<file path="config.mk">
export PLATFORM = sky130hd
export DESIGN_NAME = gray4_step_tracker
export DESIGN_NICKNAME = d
export VERILOG_FILES = /design/src/rtl/gray_pkg.sv /design/src/rtl/gray_bin_conv.sv /design/src/rtl/gray4_step_tracker.sv
export SDC_FILE = /design/constraint.sdc
export NUM_CORES = 1
export LEC_CHECK = 0
export BUFFER_PORTS_ARGS = -buffer_cell sky130_fd_sc_hd__buf_2
export CAP_MARGIN = 20
export CORE_MARGIN = 2
export CORE_UTILIZATION = 24
export CTS_CLUSTER_SIZE = 12
export DETAILED_ROUTE_END_ITERATION = 8
export PLACE_DENSITY = 0.39
export SYNTH_ARGS = -nofsm -noshare
export SYNTH_HDL_FRONTEND = slang
export SYNTH_SLANG_ARGS = --single-unit
</file>
<file path="constraint.sdc">
create_clock -name clk -period 5.42 [get_ports clk]
set_input_delay 1.084 -clock clk [delete_from_list [all_inputs] [get_ports clk]]
set_output_delay 1.084 -clock clk [all_outputs]
set_load 0.01 [all_outputs]
</file>
<file path="src/rtl/gray_pkg.sv">
// Shared types and helpers for the Gray-code step tracker: FSM states, direction codes
// and a 4-bit Gray-to-binary function.
package gray_pkg;

  typedef enum logic [2:0] {
    IDLE  = 3'd0,
    INIT  = 3'd1,
    TRACK = 3'd2,
    HOLD  = 3'd3,
    ERROR = 3'd4
  } state_e;

  localparam logic DIR_UP = 1'b1;
  localparam logic DIR_DN = 1'b0;

  localparam int GRAY_W = 4;

  // Each binary bit is the XOR of all Gray bits at or above it.
  function automatic logic [GRAY_W-1:0] gray2bin(input logic [GRAY_W-1:0] g);
    logic [GRAY_W-1:0] b;
    b[GRAY_W-1] = g[GRAY_W-1];
    for (int i = GRAY_W - 2; i >= 0; i--) begin
      b[i] = b[i+1] ^ g[i];
    end
    return b;
  endfunction

endpackage

</file>
<file path="src/rtl/gray_bin_conv.sv">
// Combinational WIDTH-bit Gray-to-binary converter.
module gray_bin_conv
  import gray_pkg::*;
#(
  parameter int WIDTH = 4
) (
  input  logic [WIDTH-1:0] g,
  output logic [WIDTH-1:0] b
);

  if (WIDTH == GRAY_W) begin : g_pkg_fn
    assign b = gray2bin(g);
  end else begin : g_generic
    for (genvar i = 0; i < WIDTH; i++) begin : g_bit
      assign b[i] = ^g[WIDTH-1:i];
    end
  end

endmodule

</file>
<file path="src/rtl/gray4_step_tracker.sv">
// Stability-filtered Gray position tracker with +1/-1 step reporting over valid/ready.
// Optional macro GRAY_TRACK_ERR_RESYNC_EN: skips resync with a one-cycle err pulse instead of locking.
module gray4_step_tracker
  import gray_pkg::*;
#(
  parameter int WIDTH      = 4,
  parameter int POS_W      = 16,
  parameter int STABLE_CYC = 3
) (
  input  logic             clk,
  input  logic             rst_n,
  input  logic             en,
  input  logic             clr,
  input  logic [WIDTH-1:0] g_in,
  input  logic             step_ready,
  output logic             step_valid,
  output logic             step_dir,
  output logic [POS_W-1:0] pos,
  output logic [WIDTH-1:0] bin_out,
  output logic             err,
  output logic             busy
);

  localparam int              CNT_W    = 4;
  localparam logic [CNT_W-1:0] CNT_MAX = CNT_W'(STABLE_CYC);
  localparam logic [WIDTH-1:0] DELTA_UP = WIDTH'(1);
  localparam logic [WIDTH-1:0] DELTA_DN = {WIDTH{1'b1}};

  state_e           state_q, state_d;
  logic [WIDTH-1:0] s_q, s_d;
  logic [WIDTH-1:0] ref_q, ref_d;
  logic [WIDTH-1:0] bin_q, bin_d;
  logic [CNT_W-1:0] cnt_q, cnt_d;
  logic [POS_W-1:0] pos_q, pos_d;
  logic             valid_q, valid_d;
  logic             dir_q, dir_d;
  logic             err_q, err_d;
  logic             busy_q, busy_d;

  logic [WIDTH-1:0] bin_s, bin_ref, delta;
  logic             stable, accept;

  gray_bin_conv #(.WIDTH(WIDTH)) u_conv_s   (.g(s_q),   .b(bin_s));
  gray_bin_conv #(.WIDTH(WIDTH)) u_conv_ref (.g(ref_q), .b(bin_ref));

  assign delta  = bin_s - bin_ref;
  assign stable = (cnt_q == CNT_MAX);
  // A pending step blocks new acceptance, so each event is handed over before the next.
  assign accept = stable && (s_q != ref_q) && !valid_q;

  // Input sampler and stability run-length counter
  always_comb begin
    s_d   = g_in;
    cnt_d = cnt_q;
    if (g_in != s_q) begin
      cnt_d = CNT_W'(1);
    end else if (cnt_q < CNT_MAX) begin
      cnt_d = cnt_q + CNT_W'(1);
    end else begin
      cnt_d = cnt_q;
    end
  end

  // Next-state, position, handshake and error logic
  always_comb begin
    state_d = state_q;
    ref_d   = ref_q;
    bin_d   = bin_q;
    pos_d   = pos_q;
    dir_d   = dir_q;
    valid_d = valid_q && !step_ready;
`ifdef GRAY_TRACK_ERR_RESYNC_EN
    err_d   = 1'b0;
`else
    err_d   = err_q;
`endif
    if (clr) begin
      state_d = INIT;
      pos_d   = '0;
      err_d   = 1'b0;
      valid_d = 1'b0;
    end else if (!en) begin
      state_d = IDLE;
    end else begin
      case (state_q)
        IDLE: state_d = INIT;
        INIT: begin
          if (stable) begin
            ref_d   = s_q;
            bin_d   = bin_s;
            state_d = TRACK;
          end else begin
            state_d = INIT;
          end
        end
        TRACK: begin
          if (accept && (delta == DELTA_UP || delta == DELTA_DN)) begin
            ref_d   = s_q;
            bin_d   = bin_s;
            valid_d = 1'b1;
            if (delta == DELTA_UP) begin
              pos_d = pos_q + POS_W'(1);
              dir_d = DIR_UP;
            end else begin
              pos_d = pos_q - POS_W'(1);
              dir_d = DIR_DN;
            end
            state_d = step_ready ? TRACK : HOLD;
          end else if (accept) begin
`ifdef GRAY_TRACK_ERR_RESYNC_EN
            ref_d   = s_q;
            bin_d   = bin_s;
            err_d   = 1'b1;
            state_d = TRACK;
`else
            err_d   = 1'b1;
            state_d = ERROR;
`endif
          end else begin
            state_d = TRACK;
          end
        end
        HOLD: begin
          if (valid_q && step_ready) begin
            state_d = TRACK;
          end else begin
            state_d = HOLD;
          end
        end
        ERROR:   state_d = ERROR;
        default: state_d = IDLE;
      endcase
    end
    busy_d = (state_d == TRACK) || (state_d == HOLD);
  end

  // State and output registers
  always_ff @(posedge clk or negedge rst_n) begin
    if (!rst_n) begin
      state_q <= IDLE;
      s_q     <= '0;
      cnt_q   <= '0;
      ref_q   <= '0;
      bin_q   <= '0;
      pos_q   <= '0;
      valid_q <= 1'b0;
      dir_q   <= 1'b0;
      err_q   <= 1'b0;
      busy_q  <= 1'b0;
    end else begin
      state_q <= state_d;
      s_q     <= s_d;
      cnt_q   <= cnt_d;
      ref_q   <= ref_d;
      bin_q   <= bin_d;
      pos_q   <= pos_d;
      valid_q <= valid_d;
      dir_q   <= dir_d;
      err_q   <= err_d;
      busy_q  <= busy_d;
    end
  end

  assign step_valid = valid_q;
  assign step_dir   = dir_q;
  assign pos        = pos_q;
  assign bin_out    = bin_q;
  assign err        = err_q;
  assign busy       = busy_q;

endmodule

</file>
Word level (Yosys, flattened, before mapping)
Index checks and enable logic that the tools add are counted.
{"block": "word_totals", "reg_bits": 39, "in_bits": 9, "output_inout_bits": 24, "word_cells": 87}
{"block": "classes", "addsub": 4, "n_lt_le_gt_ge": 1, "eq_ne": 14, "n_mux": 31, "n_bitwise": 7, "n_reduce_logical": 20}
{"operator": "16-bit two-way mux", "n": 5}
{"operator": "4-bit two-way mux", "n": 6}
{"operator": "16-bit by 1-bit adder with 16-bit output, second input constant", "n": 1}
{"operator": "4-bit one-hot mux with 2 select lines", "n": 2}
{"operator": "16-bit by 1-bit subtractor with 16-bit output, second input constant", "n": 1}
{"operator": "3-bit one-hot mux with 5 select lines", "n": 1}
{"operator": "3-bit by 2-bit == test with 1-bit output, second input constant", "n": 4}
{"operator": "1-bit two-way mux", "n": 12}
{"operator": "3-bit two-way mux", "n": 4}
{"operator": "2-bit nonzero test", "n": 6}
{"operator": "4-bit inequality test", "n": 2}
{"operator": "4-bit AND reduction", "n": 2}
{"operator": "2-bit inequality test, second input constant", "n": 3}
{"operator": "1-bit XOR", "n": 6}
{"operator": "1-bit logical AND", "n": 5}
{"operator": "5-bit AND reduction", "n": 1}
{"operator": "4-bit by 1-bit adder with 4-bit output, second input constant", "n": 1}
{"operator": "4-bit by 1-bit == test with 1-bit output, second input constant", "n": 1}
{"operator": "4-bit by 2-bit == test with 1-bit output, second input constant", "n": 1}
{"operator": "4-bit == test, second input constant", "n": 1}
{"operator": "4-bit by 2-bit < comparator with 1-bit output, second input constant", "n": 1}
{"operator": "4-bit subtractor", "n": 1}
{"operator": "3-bit by 1-bit == test with 1-bit output, second input constant", "n": 1}
{"operator": "3-bit == test, second input constant", "n": 1}
{"operator": "6 further kinds", "n": 8}

Longest topological paths before layout
Gate-level depths: netlist of run 1.
{"block": "logic_depth", "word_depth": 13, "mapped_depth": 17, "ltp_nobuf": 17}

Modules after synthesis
A second synthesis of run 1 with hierarchy kept.
{"block": "unflattened", "hier_cells": 250, "area_unflattened_um2": 2549.9}
{"module": "gray4_step_tracker", "instances": 1, "cells_each": 240, "area_per_inst_um2": 2449.8, "seq_area_each_um2": 975.9}
{"module": "gray_bin_conv", "instances": 2, "cells_each": 5, "area_per_inst_um2": 50.0, "seq_area_each_um2": 0.0}

Worst setup path after synthesis of run 1
OpenSTA, ideal clock, no wires.
{"block": "synth_timing", "kind": "register -> register", "from": "register s_q[2]", "to": "register pos_q[15] (netlist: pos[15])", "setup_time_ns": 0.125, "t_arrival_ns": 4.386, "t_required_ns": 5.295, "path_slack_ns": 0.909, "stages_incl_launch_ff": 18, "path_buffers": 0, "period_less_slack_ns": 4.511, "path_cell_list": "dfrtp_1 -> xor2_1 -> xnor2_1 -> xor2_1 -> ha_1 -> fa_1 -> xor2_1 -> nand2_1 -> a211oi_4 -> inv_1 -> ha_1 -> a21o_1 -> o21bai_1 -> o2111a_1 -> nor4_1 -> o21bai_1 -> mux2i_1 -> mux2_2"}
{"block": "synth_via", "elab_chain_len": 10, "elab_cells_between_ends": 18, "cone_classes": "1 x add/sub; 3 x eq/ne; 5 x mux; 3 x bitwise; 6 x reduce/logical"}
{"element": "start, declared", "line": "gray4_step_tracker.sv:30", "text": "logic [WIDTH-1:0] s_q, s_d;"}
{"element": "start signal, assigned", "line": "gray4_step_tracker.sv:141", "text": "s_q <= '0;"}
{"element": "start signal, assigned", "line": "gray4_step_tracker.sv:152", "text": "s_q <= s_d;"}
{"element": "1-bit XOR (*)", "line": "gray_pkg.sv:23", "text": "b[i] = b[i+1] ^ g[i];"}
{"element": "named net bin_s[2]", "line": "gray4_step_tracker.sv:40", "text": "logic [WIDTH-1:0] bin_s, bin_ref, delta;"}
{"element": "1-bit XOR (2 in a row)", "line": "gray_pkg.sv:23"}
{"element": "4-bit subtractor (*)", "line": "gray4_step_tracker.sv:46", "text": "assign delta = bin_s - bin_ref;"}
{"element": "4-bit by 1-bit == test with 1-bit output", "line": "gray4_step_tracker.sv:97, gray4_step_tracker.sv:101"}
{"element": "16-bit two-way mux", "line": "gray4_step_tracker.sv:101", "text": "if (delta == DELTA_UP) begin"}
{"element": "16-bit two-way mux", "line": "gray4_step_tracker.sv:97", "text": "if (accept && (delta == DELTA_UP || delta == DELTA_DN)) begin"}
{"element": "16-bit two-way mux", "line": "gray4_step_tracker.sv:85", "text": "case (state_q)"}
{"element": "16-bit two-way mux", "line": "gray4_step_tracker.sv:82", "text": "end else if (!en) begin"}
{"element": "16-bit two-way mux", "line": "gray4_step_tracker.sv:77", "text": "if (clr) begin"}
{"element": "end signal, assigned", "line": "gray4_step_tracker.sv:156", "text": "pos_q <= pos_d;"}
{"element": "end, declared", "line": "gray4_step_tracker.sv:34", "text": "logic [POS_W-1:0] pos_q, pos_d;"}
The timed path passes the listed nets; every way through them passes the cells marked *. The select of a mux whose other input is x is not followed.
A chain may end at the register's enable or synchronous reset.

Worst setup path in the final report of run 1
Same ends and word-level chain as after synthesis.

==> results of run 1 <==
-- metal layers --
metal | wire (um) | up-vias
li1 | - | 958
met1 | 2760 | 876
met2 | 2670 | 24
met3 | 188 | 2
met4 | 33 | 0
met5 | 0 | -
-- layout make-up --
| cell class | count | area, um2 |
|---|---|---|
| inverter | 5 | 18.8 |
| sequential | 38 | 951 |
| fill | 1101 | 6960 |
| multi-input combinational | 204 | 1430 |
| timing repair buffer | 34 | 175 |
| tap | 133 | 166 |
| clock buffer | 5 | 68.8 |
| clock inverter | 3 | 45.0 |
-- power by group through the flow --
stage                     Sequential (mW)  Clock [mW]  Combinational, mW
after floorplan                     0.324           0              0.396
after global placement              0.324           0              0.505
after detailed placement            0.324           0              0.504
after CTS                           0.319       0.266              0.507
after global routing                0.321       0.278              0.586
final                               0.318       0.256              0.498
-- final timing paths --
check / from / end / slack [ns] / cells past startpoint
min in group asynchronous: rst_n / pos[3]$_DFFE_PN0P_ / 0.90 / 1
worst max register to register: s_q[2]$_DFF_PN0_ / pos[15]$_DFFE_PN0P_ / 0.69 / 17
worst max-delay path: s_q[2]$_DFF_PN0_ / pos[15]$_DFFE_PN0P_ / 0.69 / 17
max in group asynchronous: rst_n / ref_q[0]$_DFFE_PN0P_ / 3.98 / 1
worst min-delay path: bin_out[1]$_DFFE_PN0P_ / bin_out[1]$_DFFE_PN0P_ / 0.50 / 2
worst min register to register: bin_out[1]$_DFFE_PN0P_ / bin_out[1]$_DFFE_PN0P_ / 0.50 / 2
-- flip-flops by register name (all words and copies together) (netlist names) --
signal	count
busy	1
step_valid	1
err	1
bin_out	3
step_dir	1
pos	16
state_q	3
cnt_q	4
ref_q	4
s_q	4
-- through the flow --
stage	util [%]	setup slack, ns	area [um2]
4_1_cts	29.1	0.584	2860
6_report	29.1	0.687	2860
2_1_floorplan	-	0.909	2440
3_3_place_gp	27.9	0.760	2740
5_1_grt	29.1	0.281	2860
3_5_place_dp	27.9	0.609	2740
-- synthesized netlist by cell type, drive strengths merged --
cell type,n
a211oi,5
a21boi,1
a21o,7
a21oi,22
a31o,1
a31oi,3
and2,3
and3,2
buf,3
clkbuf,3
dfrtp,38
fa,2
ha,18
inv,5
mux2,7
mux2i,2
nand2,37
nand2b,2
nand3,1
nand3b,2
nand4,1
nand4b,1
nor2,14
nor2b,5
nor3,6
nor3b,4
nor4,3
o2111a,1
o2111ai,1
o211ai,2
o21a,2
o21ai,11
o21bai,2
o22ai,1
o31ai,2
o41ai,1
or3,3
xnor2,11
xor2,18
-- cells by family after synthesis --
kind of cell | count (synthesis)
compound gates | 62
xor+xnor | 29
fa+ha+maj | 20
buf+inv | 11
flops | 38
mux | 9
simple gates | 84
-- critical path, delay by kind of cell, from the launching register on --
family / cells / cell delay, ns
simple gates: 2 / 0.36
compound gates: 5 / 1.00
mux: 2 / 0.52
xor+xnor: 4 / 0.96
fa+ha+maj: 3 / 1.06
buf+inv: 1 / 0.28
flops: 1 / 0.43
==> impl_metrics.json, run 1 <==
{
  "status": "finished clean",
  "antennaDiodeCount": 0,
  "swShare_pct": 39.9,
  "cts.path.max_buffers": 2,
  "synth_fa_ha_area_share_pct": 10.9,
  "cts_tree": "yes",
  "vias_per_cell": 4.41,
  "max_stage_delay_ns": 0.43,
  "io_buffers": 32,
  "netlist.area_leader.share_pct": 39.0,
  "pwr-share-comb_pct": 46.5,
  "whs_ns": 0.498,
  "ant_nets": 0,
  "synth_area_leader_cell": "dfrtp_1",
  "yosysWarnings": 0,
  "grt_start_max_net_pins": 39,
  "fin_setup_tns_ns": 0,
  "placedCellCount": 414,
  "nets": 317,
  "syn_area_per_cell_um2": 9.63,
  "critical_path_required_ns": 5.61,
  "cpMostUsedCell": "xor2_1",
  "use_met2_pct": 19.6,
  "drv_slew": 0,
  "synthCells": 253,
  "worst_hold_path_type": "reg2reg",
  "top_usage_layer": "met2",
  "crit_fanout": 14,
  "start_util_pct": 24.8,
  "clockRootBuffer": "clkbuf_8",
  "grt_antenna_before_repair": 0,
  "synthSimpleGateAreaFrac_pct": 16.8,
  "htreeDepth": 2,
  "crit_chain": "xor2_1 > xnor2_1 > xor2_1 > ha_1 > fa_1 > xor2_1 > nand2_1 > a211oi_4 > inv_1 > ha_1 > a21o_1 > o21bai_1 > o2111a_1 > nor4_1 > o21bai_1 > mux2i_1 > mux2_2",
  "p_per_area_nw_per_um2": 375,
  "cts_buffers": 5,
  "skew_ns": 0.00633,
  "cts.clk_slew.worst_paths_ns": 0.09,
  "power_mw": 1.07,
  "synth_top_family_by_area": "simple AND/OR/NAND/NOR gates",
  "pwr-share-clk_pct": 23.8,
  "setup.worst_path.class": "reg2reg",
  "clock_latency_ns": 0.30,
  "maxCapViolCount": 0,
  "first_pass_iters": 4,
  "hold_violations": 0,
  "power.internal_mw": 0.644,
  "slowest_stage": "dfrtp_1",
  "worstPathArrival_ns": 4.92,
  "fin_cells": 422,
  "ys_types": 44,
  "ir_drop_mv": 0.118,
  "yosysSeqAreaShare_pct": 39.0,
  "first_iter_violations": 43,
  "synth_area_leaders": "dfrtp_1 39%, ha_1 9.2%, xor2_1 6.5%",
  "synth_nets": 282,
  "gp_congestion": 0.737,
  "cp-end-kind": "flip-flop",
  "final_cell_mix": "38 x dfrtp_1, 37 x nand2_1, 32 x buf_2",
  "p_seq_share_pct": 29.6,
  "power.leakage_nw": 1.34,
  "core_region_area_um2": 9820,
  "wl_um": 5650,
  "fmax_mhz": 211,
  "start_kind": "flip-flop",
  "grt_pass1_wl_um": 10200,
  "detailroute.via_count": 1860,
  "grt_usage_pct": 11.4,
  "synth_compound_gate_area_share_pct": 16.5,
  "pin_count": 33,
  "post-route-period-util_pct": 87.3,
  "hold_buffers": 0,
  "synth_area_um2": 2440,
  "layout_commonest_cell": "dfrtp_1",
  "hpwl_um": 4170,
  "drive_gt1_share_pct": 18.7,
  "clkSinkCount": 38,
  "finalSetupViolations": 0,
  "fp.dieH_um": 105,
  "grt.met1_usage_pct": 14.7,
  "use_met3_pct": 2.43,
  "p_sw_mw": 0.428,
  "syn_to_final_growth_pct": 17.1,
  "ctsResizeCount": 0,
  "die_area_um2": 11000,
  "gr-total-overflow": 0,
  "muxShareOfSynthArea_pct": 4.06,
  "wire_per_inst_um": 13.4,
  "synthXorXnorAreaFrac_pct": 10.4,
  "ys_ff_latch": 38,
  "finalCriticalPeriod_ns": 4.73,
  "rsz0062_at_grt": "no",
  "route.detailed.drc": 0,
  "die_w_um": 105,
  "post-cts-setup-buffers": 0,
  "grt_pass1_vias": 2114,
  "worst_pin_slew_ns": 0.863,
  "row_count": 36,
  "slew_headroom_pct": 42.5
}
(Power assumes the default switching activity.)
==> run 2: changes to the inputs <==
- BUFFER_PORTS_ARGS: -buffer_cell sky130_fd_sc_hd__buf_2 -> -buffer_cell sky130_fd_sc_hd__buf_4
- CTS_CLUSTER_SIZE: 12 -> not set
==> impl_metrics.json, run 2 (synthesized netlist as in run 1, its figures left out) <==
{
  "finalCriticalPeriod_ns": 4.92,
  "wl_um": 5690,
  "grt_start_max_net_pins": 39,
  "p_seq_share_pct": 28.5,
  "drive_gt1_share_pct": 18.8,
  "p_per_area_nw_per_um2": 377,
  "vias_per_cell": 4.53,
  "cts_tree": "yes",
  "placedCellCount": 413,
  "wire_per_inst_um": 13.5,
  "skew_ns": 0.00675,
  "gr-total-overflow": 0,
  "fin_cells": 421,
  "post-route-period-util_pct": 90.7,
  "antennaDiodeCount": 0,
  "hpwl_um": 4140,
  "maxCapViolCount": 0,
  "swShare_pct": 37.9,
  "cts_buffers": 5,
  "clock_latency_ns": 0.29,
  "pwr-share-clk_pct": 27.1,
  "status": "finished clean",
  "hold_buffers": 0,
  "finalSetupViolations": 0,
  "crit_fanout": 14,
  "worst_pin_slew_ns": 0.864,
  "cp-end-kind": "flip-flop",
  "htreeDepth": 2,
  "fin_setup_tns_ns": 0,
  "pin_count": 33,
  "gp_congestion": 0.753,
  "first_pass_iters": 4,
  "pwr-share-comb_pct": 44.4,
  "io_buffers": 32,
  "ant_nets": 0,
  "grt_antenna_before_repair": 0,
  "start_kind": "flip-flop",
  "die_area_um2": 11000,
  "cts.clk_slew.worst_paths_ns": 0.09,
  "clockRootBuffer": "clkbuf_8",
  "clkSinkCount": 38,
  "hold_violations": 0,
  "die_w_um": 105,
  "ir_drop_mv": 0.137,
  "route.detailed.drc": 0,
  "core_region_area_um2": 9820,
  "syn_to_final_growth_pct": 21.4,
  "power.leakage_nw": 1.37,
  "grt_pass1_vias": 1960,
  "worstPathArrival_ns": 5.10,
  "setup.worst_path.class": "reg2reg",
  "largest_register_ffs": 16,
  "slew_headroom_pct": 42.1,
  "critical_path_required_ns": 5.61,
  "cts.path.max_buffers": 2,
  "first_iter_violations": 49,
  "finish.utilization_pct": 30.1,
  "fmax_mhz": 203,
  "p_sw_mw": 0.424,
  "fill_cells": 1081,
  "rsz0062_at_grt": "no",
  "detailroute.via_count": 1908,
  "drv_slew": 0,
  "row_count": 36,
  "nets": 316,
  "layout_commonest_cell": "dfrtp_1",
  "start_util_pct": 24.8,
  "power.internal_mw": 0.693,
  "fp.dieH_um": 105,
  "worst_hold_path_type": "reg2reg",
  "grt_pass1_wl_um": 9560,
  "final_cell_mix": "38 x dfrtp_1, 37 x nand2_1, 33 x buf_4",
  "grt_usage_pct": 10.7
}
## run 2: power by group through the flow
stage / Clock [mW] / Combinational, mW / Sequential [mW]
floorplan: 0 / 0.396 / 0.324
global placement: 0 / 0.504 / 0.324
detailed placement: 0 / 0.501 / 0.324
CTS: 0.314 / 0.503 / 0.318
global route: 0.325 / 0.568 / 0.321
finish: 0.302 / 0.496 / 0.318
## run 2: through the flow
step	instance area [um2]	power, mW	setup WS (ns)	hold WS, ns
floorplan	2440	0.721	0.909	0.479
global placement	2810	0.828	0.549	0.485
detailed placement	2810	0.825	0.300	0.490
CTS	2950	1.14	0.285	0.511
global route	2960	1.21	0.0317	0.549
finish	2960	1.12	0.503	0.500
## run 2: layout make-up
| class | count | area [um2] | share of cell area, % |
|---|---|---|---|
| multi-input combinational | 204 | 1440 | 48.6 |
| tap | 133 | 166 | 5.62 |
| sequential | 38 | 951 | 32.1 |
| inverter | 5 | 18.8 | 0.634 |
| clock inverter | 3 | 68.8 | 2.33 |
| clock buffer | 5 | 68.8 | 2.33 |
| timing repair buffer | 33 | 248 | 8.37 |
## run 2: path summary, 6_finish.rpt
kind,start,to,slack (ns),depth (start not counted)
setup reg to reg,s_q[2]$_DFF_PN0_,pos[15]$_DFFE_PN0P_,0.50,17
hold reg to reg,bin_out[1]$_DFFE_PN0P_,bin_out[1]$_DFFE_PN0P_,0.50,2
min in group asynchronous,rst_n,pos[4]$_DFFE_PN0P_,0.75,1
max in group asynchronous,rst_n,busy$_DFF_PN0_,4.30,1
hold / removal,bin_out[1]$_DFFE_PN0P_,bin_out[1]$_DFFE_PN0P_,0.50,2
setup / recovery,s_q[2]$_DFF_PN0_,pos[15]$_DFFE_PN0P_,0.50,17
## run 2: worst max-delay path: stages, from the launching register on
cell and delay, ns:
dfrtp_1 0.44, xor2_1 0.34, xnor2_2 0.17, xor2_1 0.18, ha_1 0.25, fa_1 0.38, xor2_1 0.20, nand2_1 0.11
a211oi_4 0.38, inv_1 0.35, ha_1 0.43, a21o_1 0.20, o21bai_1 0.21, o2111a_1 0.28, nor4_1 0.26, o21bai_1 0.11
mux2i_1 0.16, mux2_2 0.35
## run 2: repair_timing
item                       CTS  global route
hold endpoints to repair     0             0
buffers inserted             0             0
setup endpoints to repair    0             1
resized for setup            0             1
## run 2: metal layers
metal  part of all wire (%)  wire (um)  up-vias  track usage, %
met5                      0          0        -               0
met4                   0.77         44        0            2.57
met3                    2.8        160        5            2.43
met2                     48       2730       23            18.3
met1                     48       2760      915            13.8
li1                       -          -      965               -
==> run 3: changes to the inputs <==
- CELL_PAD_IN_SITES_DETAIL_PLACEMENT: not set -> 1
- CELL_PAD_IN_SITES_GLOBAL_PLACEMENT: not set -> 2
- CORE_ASPECT_RATIO: not set -> 1.4
- MAX_ROUTING_LAYER: not set -> met4
- PLACE_DENSITY: 0.39 -> 0.56
==> impl_metrics.json, run 3 (synthesized netlist as in run 1, its figures left out) <==
{
  "ctsResizeCount": 0,
  "drive_gt1_share_pct": 18.7,
  "crit_fanout": 14,
  "wl_um": 6410,
  "setup_ws_ns": 0.634,
  "detailroute.via_count": 1967,
  "layout_commonest_cell": "dfrtp_1",
  "rsz0062_at_grt": "no",
  "grt_antenna_before_repair": 0,
  "die_area_um2": 11000,
  "first_pass_iters": 3,
  "crit_chain": "xor2_1 > xnor2_1 > xor2_1 > ha_1 > fa_1 > xor2_1 > nand2_1 > a211oi_4 > inv_1 > ha_1 > a21o_1 > o21bai_1 > o2111a_1 > nor4_1 > o21bai_1 > mux2i_1 > mux2_2",
  "drv_slew": 0,
  "critical_path_required_ns": 5.59,
  "use_met3_pct": 2.47,
  "slowest_stage": "dfrtp_1",
  "syn_to_final_growth_pct": 22.8,
  "cts_tree": "yes",
  "grt.met1_usage_pct": 14.1,
  "hpwl_um": 4870,
  "cts.clk_slew.worst_paths_ns": 0.06,
  "worstPathArrival_ns": 4.96,
  "gp_congestion": 0.777,
  "cpMostUsedCell": "xor2_1",
  "die_w_um": 89.2,
  "row_count": 43,
  "hold_violations": 0,
  "core_region_area_um2": 9900,
  "grt_pass1_wl_um": 10900,
  "pin_count": 33,
  "vias_per_cell": 4.64,
  "final_cell_mix": "38 x dfrtp_1, 37 x nand2_1, 34 x buf_4",
  "hold_buffers": 0,
  "status": "finished clean",
  "nets": 317,
  "grt_pass1_vias": 2132,
  "slew_headroom_pct": 39.0,
  "fp.dieH_um": 123,
  "max_stage_delay_ns": 0.43,
  "fill_cells": 1192,
  "start_kind": "flip-flop",
  "finish.utilization_pct": 30.2,
  "largest_register_ffs": 16,
  "io_buffers": 32,
  "wire_per_inst_um": 15.1,
  "ir_drop_mv": 0.144,
  "post-route-period-util_pct": 88.3,
  "post-cts-setup-buffers": 0,
  "whs_ns": 0.510,
  "grt_usage_pct": 13.5,
  "top_usage_layer": "met2",
  "p_per_area_nw_per_um2": 395,
  "htreeDepth": 2,
  "clockRootBuffer": "clkbuf_16",
  "antennaDiodeCount": 0,
  "ant_nets": 0,
  "pre_cts_ws_ns": 0.582,
  "use_met2_pct": 24.7,
  "clock_latency_ns": 0.29,
  "clkSinkCount": 38,
  "fmax_mhz": 209,
  "worst_pin_slew_ns": 0.911,
  "gr-total-overflow": 0,
  "first_iter_violations": 42,
  "cp-end-kind": "flip-flop",
  "cts.path.max_buffers": 2,
  "seqCellArea_um2": 951,
  "skew_ns": 0.00374,
  "power.leakage_nw": 1.38,
  "cts_buffers": 5,
  "finalSetupViolations": 0,
  "finalCriticalPeriod_ns": 4.79,
  "setup.worst_path.class": "reg2reg",
  "worst_hold_path_type": "reg2reg",
  "route.detailed.drc": 0,
  "fin_setup_tns_ns": 0,
  "grt_start_max_net_pins": 39,
  "multi_input_area_um2": 1430,
  "start_util_pct": 24.6,
  "maxCapViolCount": 0
}
-- run 3: worst paths after layout --
path	slack, ns	endpoint	cells after the start	start
setup / recovery	0.63	pos[15]$_DFFE_PN0P_	17	s_q[2]$_DFF_PN0_
hold / removal	0.51	step_dir$_DFFE_PN0P_	1	step_dir$_DFFE_PN0P_
max in group asynchronous	4.29	err$_DFFE_PN0P_	1	rst_n
setup reg to reg	0.63	pos[15]$_DFFE_PN0P_	17	s_q[2]$_DFF_PN0_
hold reg to reg	0.51	step_dir$_DFFE_PN0P_	1	step_dir$_DFFE_PN0P_
min in group asynchronous	0.77	pos[4]$_DFFE_PN0P_	1	rst_n
-- run 3: final cells by class --
cell class	instances	area share, %
multi-input cells	204	47.8
flip-flops and latches	38	31.8
repair buffers	34	8.52
well taps	135	5.64
clock buffers	5	4.18
clock inverters	3	1.50
inverters	5	0.627
-- run 3: stage by stage --
stage | instances | instance area (um2) | power (mW)
finish | 424 | 2990 | 1.18
global route | 424 | 2990 | 1.28
CTS | 424 | 2990 | 1.21
detailed placement | 416 | 2820 | 0.847
global placement | 416 | 2820 | 0.849
floorplan | 253 | 2440 | 0.721
-- run 3: report_power, final --
group | total (mW) | switching, mW | leakage (nW) | internal, mW
Sequential | 0.318 | 0.0166 | 0.507 | 0.302
Clock | 0.351 | 0.134 | 0.0760 | 0.217
Combinational | 0.513 | 0.300 | 0.793 | 0.213
Total | 1.18 | 0.450 | 1.38 | 0.732
-- run 3: worst max-delay path: cells and delay by family, from the launching register on --
family,cells,cell delay (ns)
adder cells (fa/ha/maj),3,1.06
XOR/XNOR,4,1.00
multiplexers,2,0.53
AND/OR/NAND/NOR,2,0.37
AO/OA/AOI/OAI,5,1.01
flip-flops,1,0.43
buffers and inverters,1,0.27
-- run 3: metal layers --
metal | vias to the layer above | wire, um
met5 | - | 0
met4 | 0 | 128
met3 | 8 | 148
met2 | 22 | 3610
met1 | 975 | 2520
li1 | 962 | -
